`src/rtl/cp0_pkg.sv`:
```
// cp0_pkg: CP0 register numbers, exception-type encodings, ExcCode values and
// Status/Cause field positions shared by the CP0 exception controller.
`default_nettype none

package cp0_pkg;

    localparam logic [4:0] CP0_REG_COUNT   = 5'd9;
    localparam logic [4:0] CP0_REG_COMPARE = 5'd11;
    localparam logic [4:0] CP0_REG_STATUS  = 5'd12;
    localparam logic [4:0] CP0_REG_CAUSE   = 5'd13;
    localparam logic [4:0] CP0_REG_EPC     = 5'd14;
    localparam logic [4:0] CP0_REG_PRID    = 5'd15;

    localparam logic [31:0] EXC_INT     = 32'h0000_0001;
    localparam logic [31:0] EXC_SYSCALL = 32'h0000_0008;
    localparam logic [31:0] EXC_RI      = 32'h0000_000a;
    localparam logic [31:0] EXC_OV      = 32'h0000_000c;
    localparam logic [31:0] EXC_TRAP    = 32'h0000_000d;
    localparam logic [31:0] EXC_ERET    = 32'h0000_000e;

    localparam logic [4:0] EXCCODE_INT     = 5'd0;
    localparam logic [4:0] EXCCODE_SYS     = 5'd8;
    localparam logic [4:0] EXCCODE_RI      = 5'd10;
    localparam logic [4:0] EXCCODE_OV      = 5'd12;
    localparam logic [4:0] EXCCODE_TR      = 5'd13;
    localparam logic [4:0] EXCCODE_UNKNOWN = 5'h1f;

    localparam int STATUS_IE_BIT  = 0;
    localparam int STATUS_EXL_BIT = 1;
    localparam int STATUS_IM_LSB  = 8;
    localparam int STATUS_IM_MSB  = 15;
    localparam int CAUSE_EXC_LSB  = 2;
    localparam int CAUSE_EXC_MSB  = 6;
    localparam int CAUSE_IP_LSB   = 8;
    localparam int CAUSE_IP_MSB   = 15;
    localparam int CAUSE_BD_BIT   = 31;

    typedef enum logic [0:0] {
        ST_IDLE  = 1'b0,
        ST_FLUSH = 1'b1
    } cp0_state_t;

    function automatic logic [4:0] exc_code_lookup(input logic [31:0] exc_type);
        logic [4:0] code;
        case (exc_type)
            EXC_INT:     code = EXCCODE_INT;
            EXC_SYSCALL: code = EXCCODE_SYS;
            EXC_RI:      code = EXCCODE_RI;
            EXC_OV:      code = EXCCODE_OV;
            EXC_TRAP:    code = EXCCODE_TR;
            default:     code = EXCCODE_UNKNOWN;
        endcase
        return code;
    endfunction

endpackage

`default_nettype wire

```
`src/rtl/cp0_timer.sv`:
```
// cp0_timer: free-running Count, Compare and the sticky timer-interrupt flag.
// Instantiated only when CP0_TIMER_EN is defined.
`default_nettype none

module cp0_timer (
    input  logic        clk,
    input  logic        rst,
    input  logic        count_we,
    input  logic        compare_we,
    input  logic [31:0] wdata,
    output logic [31:0] count,
    output logic [31:0] compare,
    output logic        timer_int
);

    always_ff @(posedge clk) begin
        if (rst) begin
            count     <= 32'h0;
            compare   <= 32'h0;
            timer_int <= 1'b0;
        end else begin
            count <= count_we ? wdata : count + 32'h1;
            if (compare_we) begin
                compare <= wdata;
            end
            // A Compare write acknowledges the interrupt and beats a same-cycle match.
            if (compare_we) begin
                timer_int <= 1'b0;
            end else if ((count == compare) && (compare != 32'h0)) begin
                timer_int <= 1'b1;
            end
        end
    end

endmodule

`default_nettype wire

```
`src/rtl/cp0_exc_ctrl.sv`:
```
// cp0_exc_ctrl: CP0 register file and exception commit engine with flush/redirect.
// Optional Count/Compare timer enabled by defining CP0_TIMER_EN.
`default_nettype none

module cp0_exc_ctrl
    import cp0_pkg::*;
#(
    parameter logic [31:0] EXC_VECTOR = 32'h0000_0020,
    parameter logic [31:0] PRID_VAL   = 32'h0042_0001,
    parameter logic [31:0] STATUS_RST = 32'h1000_0000
) (
    input  logic        clk,
    input  logic        rst,
    input  logic        exception_en,
    input  logic [31:0] excepttype_i,
    input  logic [31:0] pc_next_i,
    input  logic        is_slot_i,
    input  logic [5:0]  int_i,
    input  logic        we_i,
    input  logic [4:0]  waddr_i,
    input  logic [31:0] wdata_i,
    input  logic [4:0]  raddr_i,
    output logic [31:0] rdata_o,
    output logic [31:0] status_o,
    output logic [31:0] cause_o,
    output logic [31:0] epc_o,
    output logic        timer_int_o,
    output logic        flush_o,
    output logic [31:0] new_pc_o
);

    cp0_state_t  state;
    cp0_state_t  state_next;
    logic        commit;

    logic [7:0]  status_im;
    logic        status_exl;
    logic        status_ie;
    logic        cause_bd;
    logic [7:0]  cause_ip;
    logic [4:0]  cause_exc;
    logic [31:0] epc;
    logic [31:0] new_pc;

    logic [31:0] count;
    logic [31:0] compare;
    logic        timer_int;
    logic        ip7_src;

`ifdef CP0_TIMER_EN
    logic unused_int5;
    assign unused_int5 = int_i[5];

    cp0_timer u_timer (
        .clk        (clk),
        .rst        (rst),
        .count_we   (we_i && (waddr_i == CP0_REG_COUNT)),
        .compare_we (we_i && (waddr_i == CP0_REG_COMPARE)),
        .wdata      (wdata_i),
        .count      (count),
        .compare    (compare),
        .timer_int  (timer_int)
    );
    assign ip7_src = timer_int;
`else
    assign count     = 32'h0;
    assign compare   = 32'h0;
    assign timer_int = 1'b0;
    assign ip7_src   = int_i[5];
`endif

    always_ff @(posedge clk) begin
        if (rst) begin
            state <= ST_IDLE;
        end else begin
            state <= state_next;
        end
    end

    always_comb begin
        state_next = state;
        flush_o    = 1'b0;
        commit     = 1'b0;
        case (state)
            ST_IDLE: begin
                if (exception_en) begin
                    commit     = 1'b1;
                    state_next = ST_FLUSH;
                end
            end
            ST_FLUSH: begin
                flush_o    = 1'b1;
                state_next = ST_IDLE;
            end
            default: state_next = ST_IDLE;
        endcase
    end

    // WB write first; exception fields assigned later in the block override it.
    always_ff @(posedge clk) begin
        if (rst) begin
            status_im  <= STATUS_RST[STATUS_IM_MSB:STATUS_IM_LSB];
            status_exl <= STATUS_RST[STATUS_EXL_BIT];
            status_ie  <= STATUS_RST[STATUS_IE_BIT];
            cause_bd   <= 1'b0;
            cause_ip   <= 8'h0;
            cause_exc  <= 5'h0;
            epc        <= 32'h0;
            new_pc     <= 32'h0;
        end else begin
            cause_ip[7:2] <= {ip7_src, int_i[4:0]};
            if (we_i) begin
                case (waddr_i)
                    CP0_REG_STATUS: begin
                        status_im  <= wdata_i[STATUS_IM_MSB:STATUS_IM_LSB];
                        status_exl <= wdata_i[STATUS_EXL_BIT];
                        status_ie  <= wdata_i[STATUS_IE_BIT];
                    end
                    CP0_REG_CAUSE: cause_ip[1:0] <= wdata_i[CAUSE_IP_LSB+1:CAUSE_IP_LSB];
                    CP0_REG_EPC:   epc <= wdata_i;
                    default: ;
                endcase
            end
            if (commit) begin
                if (excepttype_i == EXC_ERET) begin
                    status_exl <= 1'b0;
                    new_pc     <= epc;
                end else begin
                    if (!status_exl) begin
                        epc      <= pc_next_i;
                        cause_bd <= is_slot_i;
                    end
                    status_exl <= 1'b1;
                    cause_exc  <= exc_code_lookup(excepttype_i);
                    new_pc     <= EXC_VECTOR;
                end
            end
        end
    end

    always_comb begin
        status_o = STATUS_RST;
        status_o[STATUS_IM_MSB:STATUS_IM_LSB] = status_im;
        status_o[STATUS_EXL_BIT] = status_exl;
        status_o[STATUS_IE_BIT]  = status_ie;
        cause_o = 32'h0;
        cause_o[CAUSE_BD_BIT] = cause_bd;
        cause_o[CAUSE_IP_MSB:CAUSE_IP_LSB]   = cause_ip;
        cause_o[CAUSE_EXC_MSB:CAUSE_EXC_LSB] = cause_exc;
    end

    always_comb begin
        rdata_o = 32'h0;
        case (raddr_i)
            CP0_REG_COUNT:   rdata_o = count;
            CP0_REG_COMPARE: rdata_o = compare;
            CP0_REG_STATUS:  rdata_o = status_o;
            CP0_REG_CAUSE:   rdata_o = cause_o;
            CP0_REG_EPC:     rdata_o = epc;
            CP0_REG_PRID:    rdata_o = PRID_VAL;
            default:         rdata_o = 32'h0;
        endcase
    end

    assign epc_o       = epc;
    assign timer_int_o = timer_int;
    assign new_pc_o    = new_pc;

endmodule

`default_nettype wire

```
`config.mk`:
```
export PLATFORM = sky130hd
export DESIGN_NAME = cp0_exc_ctrl
export DESIGN_NICKNAME = d
export VERILOG_FILES = /design/src/rtl/cp0_pkg.sv /design/src/rtl/cp0_timer.sv /design/src/rtl/cp0_exc_ctrl.sv
export SDC_FILE = /design/constraint.sdc
export NUM_CORES = 1
export LEC_CHECK = 0
export ABC_CLOCK_PERIOD_IN_PS = 3500
export BUFFER_PORTS_ARGS = -buffer_cell sky130_fd_sc_hd__buf_4
export CORE_UTILIZATION = 25
export DETAILED_ROUTE_END_ITERATION = 8
export SETUP_SLACK_MARGIN = 0.05
export SLEW_MARGIN = 20
export SYNTH_ARGS = -nofsm -noshare
export SYNTH_HDL_FRONTEND = slang
export SYNTH_SLANG_ARGS = --single-unit
```
`constraint.sdc`:
```
create_clock -name clk -period 3.5 [get_ports clk]
set_input_delay 0 -clock clk [delete_from_list [all_inputs] [get_ports clk]]
set_output_delay 0 -clock clk [all_outputs]
set_load 0.1 [all_outputs]
```
======== Word level (Yosys, flattened, before mapping) ========
Index checks and enable logic that the tools add are counted.
word-level totals
  bits in registers ....................... 89
  output and inout bits ................... 162
  bits of input ports ..................... 117
  logic and storage cells ................. 49
cells by class
  eq/ne operators ......................... 13
  bitwise gates (word level) .............. 3
  mux-type cells .......................... 16
  reduce and logical (&&, ||, !) cells .... 7
operator list
  operator               count
  $mux W32               6
  $eq A32 B4 Y1 const B  5
  $pmux W32 S4           1
  $eq A5 B4 Y1 const B   7
  $eq A32 B1 Y1 const B  1
  $pmux W5 S5            1
  $reduce_and A2 Y1      4
  $mux W1                7
  $reduce_bool A2 Y1     2
  $not A1 Y1             3
  $reduce_and A3 Y1      1
  $pmux W1 S2            1

======== Depth between registers and ports, before layout ========
Gate-level depths: netlist (run 1).
  word-level depth ........................ 6
  depth in mapped cells ................... 6
  depth with buffers taken out ............ 4

======== Least setup slack after synthesis (run 1) ========
OpenSTA, ideal clock, no wires.
  path kind ............................... reg-to-output
  from .................................... register epc[1], in the netlist epc_o[1]
  to ...................................... output rdata_o[1]
  arrival time ............................ 3.976 ns
  setup slack ............................. -0.476 ns
  buffers on the path ..................... 0
  data required time ...................... 3.500 ns
  stages on the path, launching flop included .. 3
  path through ............................ dfxtp_1 mux2i_1 nor4_1
between the ends
  longest elaborated chain between the ends .. 1
RTL lines
  item                    RTL line             source
  from (decl)             cp0_exc_ctrl.sv:42   logic [31:0] epc;
  from (signal assigned)  cp0_exc_ctrl.sv:120  CP0_REG_EPC: epc <= wdata_i;
  from (signal assigned)  cp0_exc_ctrl.sv:130  epc <= pc_next_i;
  $pmux W32 S4            cp0_exc_ctrl.sv:154  case (raddr_i)
  to (decl)               cp0_exc_ctrl.sv:23   output logic [31:0] rdata_o,
No other way between the ends.

======== Worst setup path in the final report (run 1) ========
  from .................................... register state
  to ...................................... register new_pc[10], in the netlist new_pc_o[10]
between the ends
  longest elaborated chain between the ends .. 1
RTL lines
  item                    RTL line             source
  from (decl)             cp0_exc_ctrl.sv:32   cp0_state_t state;
  from (signal assigned)  cp0_exc_ctrl.sv:76   state <= state_next;
  $mux W1                 cp0_exc_ctrl.sv:84   case (state)
  to (signal assigned)    cp0_exc_ctrl.sv:127  new_pc <= epc;
  to (decl)               cp0_exc_ctrl.sv:43   logic [31:0] new_pc;
No other way between the ends.
A chain may end at the register's enable or synchronous reset.

==> metrics.md, run 1 <==
| Metric | Value |
|---|---|
| R2R depth | 4 |
| Worst setup EP type | flip-flop |
| Area growth syn-to-layout | 47.2% |
| Initial Utilization | 0.255 |
| Dpl hpwl | 12.0 mm |
| I/O Pins | 279 |
| Vias per Instance | 4.56 |
| Total power per unit cell area | 429 mW/mm^2 |
| Worst-skew pair later-pin latency | 0.35 ns |
| Chip height | 143 um |
| Mapped cell area | 0.00494 mm^2 |
| Min Tclk post-route | 2.04 ns |
| Crit Path Class | reg2reg |
| Total routed wirelength | 17.5 mm |
| CTS root buffer | clkbuf_16 |
| Setup crit start kind | flip-flop |
| N_diodes | 0 |
| CTS tree | built |
| Post-synth EDFFs | 0 |
| Slowest CP cell | o31a_2 |
| Yosys warns | 0 |
| Gpl congestion | 0.771 |
| Drt wl/cell | 16.7 um |
| Register area share after synthesis | 0.361 |
| Die area | 0.0203 mm^2 |
| Pleak | 3.30 nW |
| Fmax | 0.491 GHz |
| Post-layout nets | 890 |
| Layout cells sized above 1 | 0.392 |
| Clk sinks | 89 |
| Req. time, crit path | 3.70 ns |
| Total GRT Usage | 0.171 |
| Clk buf depth | 2 |
| Number of global-route vias before repair | 4618 |
| CP cell instances | nor2b_4 > buf_4 > o31a_2 > nor3_1 |
| Core Area | 0.0194 mm^2 |
| Crit path max fanout | 35 |
| Max IR drop VDD | 0.000187 V |
| CTS H-Tree Depth | 3 |
| Postcts setup bufs | 0 |
| Critical path arrival | 2.24 ns |
| Initial antenna violation count | 0 |
| Final setup viols | 0 |
| Post-synthesis cell type count | 42 |
| Outcome | finished, final reports clean |
| DRT antenna net count | 0 |
| Grt total ovfl | 0 |
| Unrepaired setup endpoints after global routing | false |
| Top_reg_cell synth | dfxtp_1 |
| Slew headroom | 0.375 |
| Worst Tran Pin Value | 0.935 ns |
| Clk slew on worst S/H paths | 0.06 ns |
| PortBufs | 237 |
| Async S/R FF share, synth | 0 |
| Mapped Cells | 548 |
| Cell row count | 51 |
| Min-delay worst type | in2reg |
| DR DRC count | 0 |
| Die Wd | 143 um |
| Largest net degree at the start of global routing | 64 |
| Vias after detailed routing | 4759 |
| Slew Viols, Final | 0 |
| Syn Area/Cell | 9.01 um^2 |
| Final period utilization | 0.582 |
| Crit path largest cell delay | 0.79 ns |
| Max Cap Viol | 0 |
| Final instance area | 0.00727 mm^2 |
| DR pass1 iterations | 4 |
| Cts bufs inserted | 9 |
| Fillers | 2008 |
| Flip-flop and latch count after synthesis | 89 |
| Dpl cell area | 0.00673 mm^2 |
| Iteration-0 DRC Markers | 179 |
| Setup TNS | 0 ns |
| Final Hold Fails | 0 |
| First-pass GRT wire length | 26.3 mm |
| Worst Hold Path Cells | 3 |
| Setup Skew | 0.00639 ns |
-- sequential cells by signal (all words and copies together) (netlist names), 5 cells and up --
register and flops:
cause_ip 8, new_pc_o 32, cause_exc 5, status_im 8, epc_o 32
-- synthesized netlist by cell type (7+ instances only) --
cell | instances | area, um^2
nor2_1 | 16 | 60.1
and3_1 | 13 | 81.3
nor3_1 | 33 | 165
inv_1 | 8 | 30.0
dfxtp_1 | 89 | 1780
buf_4 | 44 | 330
clkbuf_1 | 35 | 131
a21oi_1 | 44 | 220
buf_1 | 7 | 26.3
o21ai_0 | 32 | 160
mux2i_1 | 47 | 470
mux2_4 | 29 | 435
nand2_1 | 11 | 41.3
a221oi_1 | 13 | 114
nand3_1 | 34 | 170
nor2b_1 | 44 | 275
-- stage by stage --
step	hold WS [ns]	setup slack (ns)	power, mW	util	cells
floorplan	0.128	0.244	1.93	-	587
global placement	0.211	1.47	2.14	0.347	1003
detailed placement	0.217	1.43	2.14	0.347	1003
CTS	0.00138	1.42	3.15	0.375	1043
global route	0.0136	1.29	3.24	0.375	1043
finish	0.00605	1.46	3.12	0.375	1043
-- logic make-up (layout without fill, tap and decap cells) --
| kind of cell | Yosys count | in the layout | synth area share |
|---|---|---|---|
| buf+inv | 100 | 291 | 0.121 |
| flops | 89 | 89 | 0.361 |
| other cells | 2 | 41 | 0.00152 |
| compound gates | 103 | 103 | 0.124 |
| mux | 79 | 79 | 0.190 |
| xor+xnor | 1 | 1 | 0.00177 |
| simple gates | 174 | 174 | 0.200 |
-- worst max-delay path: cells and delay by family (launching register included) --
kind | cells | cell delay [ns]
buffers and inverters | 1 | 0.51
AOI/OAI and AO/OA | 1 | 0.79
and+or+nand+nor | 2 | 0.24
DFF | 1 | 0.34
-- area by class of cell --
type / instances / area [um^2] / area share
Clock inverter: 6 / 57.6 / 0.00792
Sequential cell: 89 / 1780 / 0.245
Multi-Input combinational cell: 398 / 2740 / 0.377
Timing Repair Buffer: 267 / 2090 / 0.287
Inverter: 8 / 30.0 / 0.00413
Tap cell: 265 / 332 / 0.0456
Clock buffer: 10 / 239 / 0.0329
-- final timing paths --
| path | end | slack [ns] | from |
|---|---|---|---|
| worst max-delay path | new_pc_o[10] | 1.46 | state |
| worst min-delay path | state | 0.006 | exception_en |
| worst max register to register | new_pc_o[10] | 1.46 | state |
| worst min register to register | cause_exc[3] | 0.49 | cause_exc[3] |
-- cell usage in the layout (no fill, tap or decap), drive strengths merged --
cell | synthesis | final
nand2b | 4 | 4
o31ai | 1 | 1
and4b | 1 | 1
nor2 | 16 | 16
mux2i | 47 | 47
and2b | 1 | 1
buf | 57 | 243
clkinvlp | 0 | 1
xnor2 | 1 | 1
o21ai | 32 | 32
a21boi | 1 | 1
o311a | 1 | 1
dfxtp | 89 | 89
nand2 | 11 | 11
nand4b | 1 | 1
and2 | 2 | 2
dlygate4sd3 | 0 | 24
nand3 | 34 | 34
bufinv | 0 | 1
nand4 | 1 | 1
nor3 | 33 | 33
clkbuf | 35 | 10
a22o | 6 | 6
or3 | 1 | 1
o2bb2ai | 1 | 1
and3 | 13 | 13
clkinv | 0 | 4
a21o | 1 | 1
nor2b | 44 | 44
conb | 2 | 41
o31a | 1 | 1
nor4 | 10 | 10
a221oi | 13 | 13
a21oi | 44 | 44
a211oi | 2 | 2
mux2 | 32 | 32
nor3b | 2 | 2
inv | 8 | 8
-- what timing repair did --
item | 4_1_cts | 5_1_grt
resized for setup | 0 | 0
hold buffers | 24 | 0
hold endpoints to repair | 26 | 0
-- power breakdown --
group,internal [mW],switching [mW],total [mW]
clock,0.568,0.415,0.983
combinational,0.272,0.760,1.03
sequential,1.06,0.0476,1.11
-- per-layer routing --
metal	vias up	part of all wire	GRT usage
li1	2303	-	-
met2	170	0.49	0.290
met3	13	0.057	0.0367
met5	-	0	0
met1	2273	0.44	0.215
met4	0	0.013	0.0526
No activity file was read; power rests on OpenSTA's default activity.
==> run 2, diff against run 1 <==
--- a/config.mk
+++ b/config.mk
@@ -5,7 +5,7 @@
 export SDC_FILE = /design/constraint.sdc
 export NUM_CORES = 1
 export LEC_CHECK = 0
-export ABC_CLOCK_PERIOD_IN_PS = 3500
+export ABC_CLOCK_PERIOD_IN_PS = 1800
 export BUFFER_PORTS_ARGS = -buffer_cell sky130_fd_sc_hd__buf_4
 export CORE_UTILIZATION = 25
 export DETAILED_ROUTE_END_ITERATION = 8
==> constraint.sdc (replaced) <==
create_clock -name clk -period 1.8 [get_ports clk]
set_input_delay 0 -clock clk [delete_from_list [all_inputs] [get_ports clk]]
set_output_delay 0 -clock clk [all_outputs]
set_load 0.1 [all_outputs]
==> run 2 against run 1 <==
Die area is the same. Global-route usage up 0.10 points. Core utilization is 2.4 points higher. Sequential share of layout area shrank 1.0 points. Non-clock buffer count up 26. Largest cell class unchanged. Highest routed layer unchanged.
==> metrics.md, run 2 (synthesized netlist as in run 1, its figures left out) <==
| Metric | Value |
|---|---|
| Final setup margin | 0.276 ns |
| Cell row count | 51 |
| Outcome | finished, final reports clean |
| Chip height | 143 um |
| Worst setup EP type | output pin |
| DR pass1 iterations | 4 |
| Core Area | 0.0194 mm^2 |
| Most common cell after layout, fill and taps aside | buf_4 |
| I/O Pins | 279 |
| Cts bufs inserted | 9 |
| Die Wd | 143 um |
| Dpl hpwl | 12.7 mm |
| Worst Hold Path Cells | 3 |
| Setup TNS | 0 ns |
| Min Tclk post-route | 1.52 ns |
| Drt wl/cell | 16.3 um |
| Number of global-route vias before repair | 4663 |
| Clk sinks | 89 |
| Vias after detailed routing | 4849 |
| Max IR drop VDD | 0.000399 V |
| Area growth syn-to-layout | 56.5% |
| Crit path max fanout | 4 |
| Slowest CP cell | dfxtp_1 |
| Gpl congestion | 0.738 |
| Total GRT Usage | 0.172 |
| DR DRC count | 0 |
| RR Startpoint | state |
| DRT antenna net count | 0 |
| Slew Viols, Final | 0 |
| PortBufs | 237 |
| Crit Path Class | reg2out |
| Final Hold Fails | 0 |
| Final period utilization | 0.847 |
| Unrepaired setup endpoints after global routing | false |
| Req. time, crit path | 1.80 ns |
| Min-delay worst type | in2reg |
| Clk buf depth | 2 |
| Post-layout nets | 916 |
| Largest net degree at the start of global routing | 63 |
| N_diodes | 0 |
| Worst-skew pair later-pin latency | 0.34 ns |
| R2R depth | 5 |
| R2R setup slack | 0.36 ns |
| Worst Setup SP | status_exl |
| CTS root buffer | clkbuf_16 |
| PostCTS Resize Cnt | 0 |
| CP cell instances | mux2i_1 > nor4_4 > buf_4 |
| Cell family with most CP delay | flip-flops |
| CTS tree | built |
| Clk slew on worst S/H paths | 0.07 ns |
| Initial Utilization | 0.255 |
| Setup crit start kind | flip-flop |
| Vias per Instance | 4.54 |
| Total power per unit cell area | 785 mW/mm^2 |
| Die area | 0.0203 mm^2 |
| CTS H-Tree Depth | 3 |
| Final setup viols | 0 |
| Setup Skew | 0.00533 ns |
| Initial antenna violation count | 0 |
| Pleak | 3.47 nW |
| Layout cells sized above 1 | 0.474 |
| Hold buffer count at CTS | 30 |
| Fmax | 0.656 GHz |
| Crit path buffers/inverters | 1 |
| Power, Total | 6.07 mW |
| Iteration-0 DRC Markers | 221 |
| Worst slack at placement | 0.132 ns |
| Grt total ovfl | 0 |
| Postcts setup bufs | 0 |
| Commonest cells after routing, fill and taps aside | buf_4 (255), dfxtp_1 (61), mux2i_1 (46) |
| Hold Crit Start | pc_next_i[8] |
| Critical path arrival | 1.52 ns |
| WP depth | 3 |
| First-pass GRT wire length | 26.5 mm |
| Crit path largest cell delay | 0.42 ns |
| Total routed wirelength | 17.4 mm |
| Max Cap Viol | 0 |
| Fillers | 2035 |
[run 2: layout make-up]
cell class              count  area (um^2)  area share
inverters                   8         30.0     0.00389
clock buffers              13          260      0.0337
well taps                 265          332      0.0429
repair buffers            293         2370       0.307
clock inverters             3         15.0     0.00194
multi-input cells         398         2900       0.375
flip-flops and latches     89         1820       0.235
[run 2: path summary, 6_finish.rpt]
check / end
max: rdata_o[1]
min: epc_o[8]
max reg2reg: cause_exc[1]
min reg2reg: cause_exc[3]
[run 2: routing by layer]
layer,global-route usage,vias up,routed length [um]
li1,-,2363,-
met1,0.219,2305,7770
met2,0.282,163,8420
met3,0.0347,18,931
met4,0.0707,0,315
met5,0,-,0
[run 2: per-stage QoR]
stage / area (um^2) / instances / hold WS [ns] / util
2_1_floorplan: 5290 / 587 / 0.0978 / -
3_3_place_gp: 7150 / 1023 / 0.211 / 0.369
3_5_place_dp: 7150 / 1023 / 0.217 / 0.369
4_1_cts: 7730 / 1069 / 0.00113 / 0.398
5_1_grt: 7730 / 1069 / 0.0177 / 0.398
6_report: 7730 / 1069 / 0.0134 / 0.398
[run 2: worst register-to-register path, stage by stage, from the launching register on]
cell and delay [ns]:
dfxtp_2 0.34, nor2b_4 0.14, buf_12 0.28, o31ai_1 0.12, buf_4 0.17, a221oi_1 0.30
[run 2: power by group]
part	leakage [nW]	internal [mW]	total (mW)	switching, mW
Combinational	2.59	0.586	2.09	1.50
Sequential	0.738	2.06	2.15	0.0874
Clock	0.139	1.01	1.83	0.824
==> run 3, diff against run 2 <==
--- a/config.mk
+++ b/config.mk
@@ -5,7 +5,7 @@
 export SDC_FILE = /design/constraint.sdc
 export NUM_CORES = 1
 export LEC_CHECK = 0
-export ABC_CLOCK_PERIOD_IN_PS = 1800
+export ABC_CLOCK_PERIOD_IN_PS = 1500
 export BUFFER_PORTS_ARGS = -buffer_cell sky130_fd_sc_hd__buf_4
 export CORE_UTILIZATION = 25
 export DETAILED_ROUTE_END_ITERATION = 8
==> constraint.sdc (replaced) <==
create_clock -name clk -period 1.5 [get_ports clk]
set_input_delay 0 -clock clk [delete_from_list [all_inputs] [get_ports clk]]
set_output_delay 0 -clock clk [all_outputs]
set_load 0.1 [all_outputs]
==> run 3 against run 2 <==
Sequential share of layout area is 0.33 points higher. First-iteration DRC count is 4.1% lower. Wire length is 1.5% lower. Cell count hardly changed. Cell area is 1.9% higher. Clock skew is 0.0021 ns higher. Via count is 0.45% lower. Setup slack worse by 0.16 ns. Total power is 24% higher. Core utilization is 0.75 points higher. Critical endpoint is now rdata_o[10].
==> metrics.md, run 3 (synthesized netlist as in run 1, its figures left out) <==
| Metric | Value |
|---|---|
| Outcome | finished, final reports clean |
| Setup TNS | 0 ns |
| Clk buf depth | 2 |
| Min Tclk post-route | 1.39 ns |
| Drt wl/cell | 16.1 um |
| Slew Viols, Final | 0 |
| Power, Total | 7.54 mW |
| RR Startpoint | state |
| Most common cell after layout, fill and taps aside | buf_4 |
| Req. time, crit path | 1.50 ns |
| Slowest CP cell | a221oi_1 |
| DRT antenna net count | 0 |
| Die area | 0.0203 mm^2 |
| Chip height | 143 um |
| Worst setup EP type | output pin |
| Max IR drop VDD | 0.000478 V |
| Crit path max fanout | 3 |
| Hold endpoint | cause_exc[1] |
| Die Wd | 143 um |
| Worst Hold Path Cells | 3 |
| Clk sinks | 89 |
| Cts bufs inserted | 9 |
| Pleak | 3.53 nW |
| Post-layout nets | 914 |
| R2r endpoint | epc_o[17] |
| I/O Pins | 279 |
| Cell row count | 51 |
| Unrepaired setup endpoints after global routing | false |
| Grt total ovfl | 0 |
| Critical path arrival | 1.39 ns |
| Clk slew on worst S/H paths | 0.06 ns |
| Crit path largest cell delay | 0.41 ns |
| Initial Utilization | 0.255 |
| Slew headroom | 0.421 |
| CTS H-Tree Depth | 3 |
| Max Cap Viol | 0 |
| Fmax | 0.721 GHz |
| Dpl hpwl | 12.4 mm |
| R2R depth | 4 |
| Final Hold Fails | 0 |
| Min-delay worst type | in2reg |
| DR DRC count | 0 |
| Vias per Instance | 4.52 |
| CTS tree | built |
| CP cell instances | a221oi_1 > a21oi_4 > buf_4 |
| Final Non-Filler Cells | 1068 |
| R2R setup slack | 0.13 ns |
| Layout cells sized above 1 | 0.524 |
| Final period utilization | 0.925 |
| Largest net degree at the start of global routing | 63 |
| Final setup viols | 0 |
| First-pass GRT wire length | 25.4 mm |
| Setup crit start kind | flip-flop |
| CTS root buffer | clkbuf_16 |
| Initial antenna violation count | 1 |
| Total power per unit cell area | 958 mW/mm^2 |
| Worst Tran Pin Value | 0.866 ns |
| Crit Path Class | reg2out |
| Commonest cells after routing, fill and taps aside | buf_4 (257), mux2i_1 (45), dfxtp_2 (43) |
| DR pass1 iterations | 4 |
| Number of global-route vias before repair | 4533 |
| Vias after detailed routing | 4827 |
| Postcts setup bufs | 0 |
| Setup Skew | 0.00738 ns |
| Area growth syn-to-layout | 59.4% |
| Total routed wirelength | 17.2 mm |
| Hold Crit Start | excepttype_i[1] |
| PortBufs | 237 |
| Iteration-0 DRC Markers | 212 |
| Core Area | 0.0194 mm^2 |
| Gpl congestion | 0.775 |
| Worst-skew pair later-pin latency | 0.34 ns |
| DP Cell Count | 1027 |
| Total GRT Usage | 0.165 |
run 3: cell types whose count changed in the layout (fill, tap and decap cells not counted), sizes merged:
cell         change
diode            +1
dlygate4sd3      -6
buf              +4
inv              +1
clkbuf           -3
bufinv           +2
run 3: layout make-up:
type	instances	area (um^2)
Fill cell	1991	11500
Sequential cell	89	1880
Clock buffer	10	229
Clock inverter	6	81.3
Tap cell	265	332
Inverter	8	30.0
Multi-Input combinational cell	398	2960
Timing Repair Buffer	291	2360
Antenna cell	1	2.50
run 3: metrics by stage:
step / worst slack (ns) / hold WS, ns / cell area, um^2 / utilization
2_1_floorplan: -0.288 / 0.0978 / 5380 / -
3_3_place_gp: -0.137 / 0.209 / 7280 / 0.375
3_5_place_dp: -0.162 / 0.218 / 7280 / 0.375
4_1_cts: 0.0180 / 0.00127 / 7840 / 0.404
5_1_grt: 0.0785 / 0.00646 / 7870 / 0.406
6_report: 0.113 / 0.0115 / 7870 / 0.406
run 3: routing by layer:
layer | share of wire | vias up | routed length (um) | track usage
met4 | 0.013 | 0 | 229 | 0.0515
met3 | 0.067 | 11 | 1150 | 0.0427
li1 | - | 2358 | - | -
met5 | 0 | - | 0 | 0
met2 | 0.47 | 178 | 8120 | 0.264
met1 | 0.45 | 2280 | 7670 | 0.215
run 3: repair_timing:
action / in CTS / in global routing
pin swaps: 0 / 1
resized for setup: 2 / 5
endpoints found under the hold margin: 26 / 0
hold buffers: 24 / 0
setup endpoints to repair: 2 / 6
run 3: report_power, final:
| group | switching, mW | leakage [nW] | internal (mW) |
|---|---|---|---|
| sequential | 0.105 | 0.751 | 2.47 |
| clock | 0.986 | 0.157 | 1.45 |
| combinational | 1.81 | 2.62 | 0.718 |
| total | 2.90 | 3.53 | 4.64 |
run 3: worst max-delay path by stage:
stage | slack [ns] | cells past startpoint | end | from
floorplan | -0.29 | 2 | rdata_o[1] | epc_o[1]
global placement | -0.14 | 6 | epc_o[20] | excepttype_i[26]
detailed placement | -0.16 | 6 | epc_o[19] | excepttype_i[26]
CTS | 0.02 | 4 | rdata_o[1] | status_exl
global route | 0.08 | 3 | rdata_o[10] | status_im[2]
finish | 0.11 | 3 | rdata_o[10] | status_im[2]
run 3: critical path, delay by kind of cell, from the launching register on:
family / cells / cell delay [ns]
flip-flops: 1 / 0.35
buffers and inverters: 1 / 0.25
AO/OA/AOI/OAI: 2 / 0.45
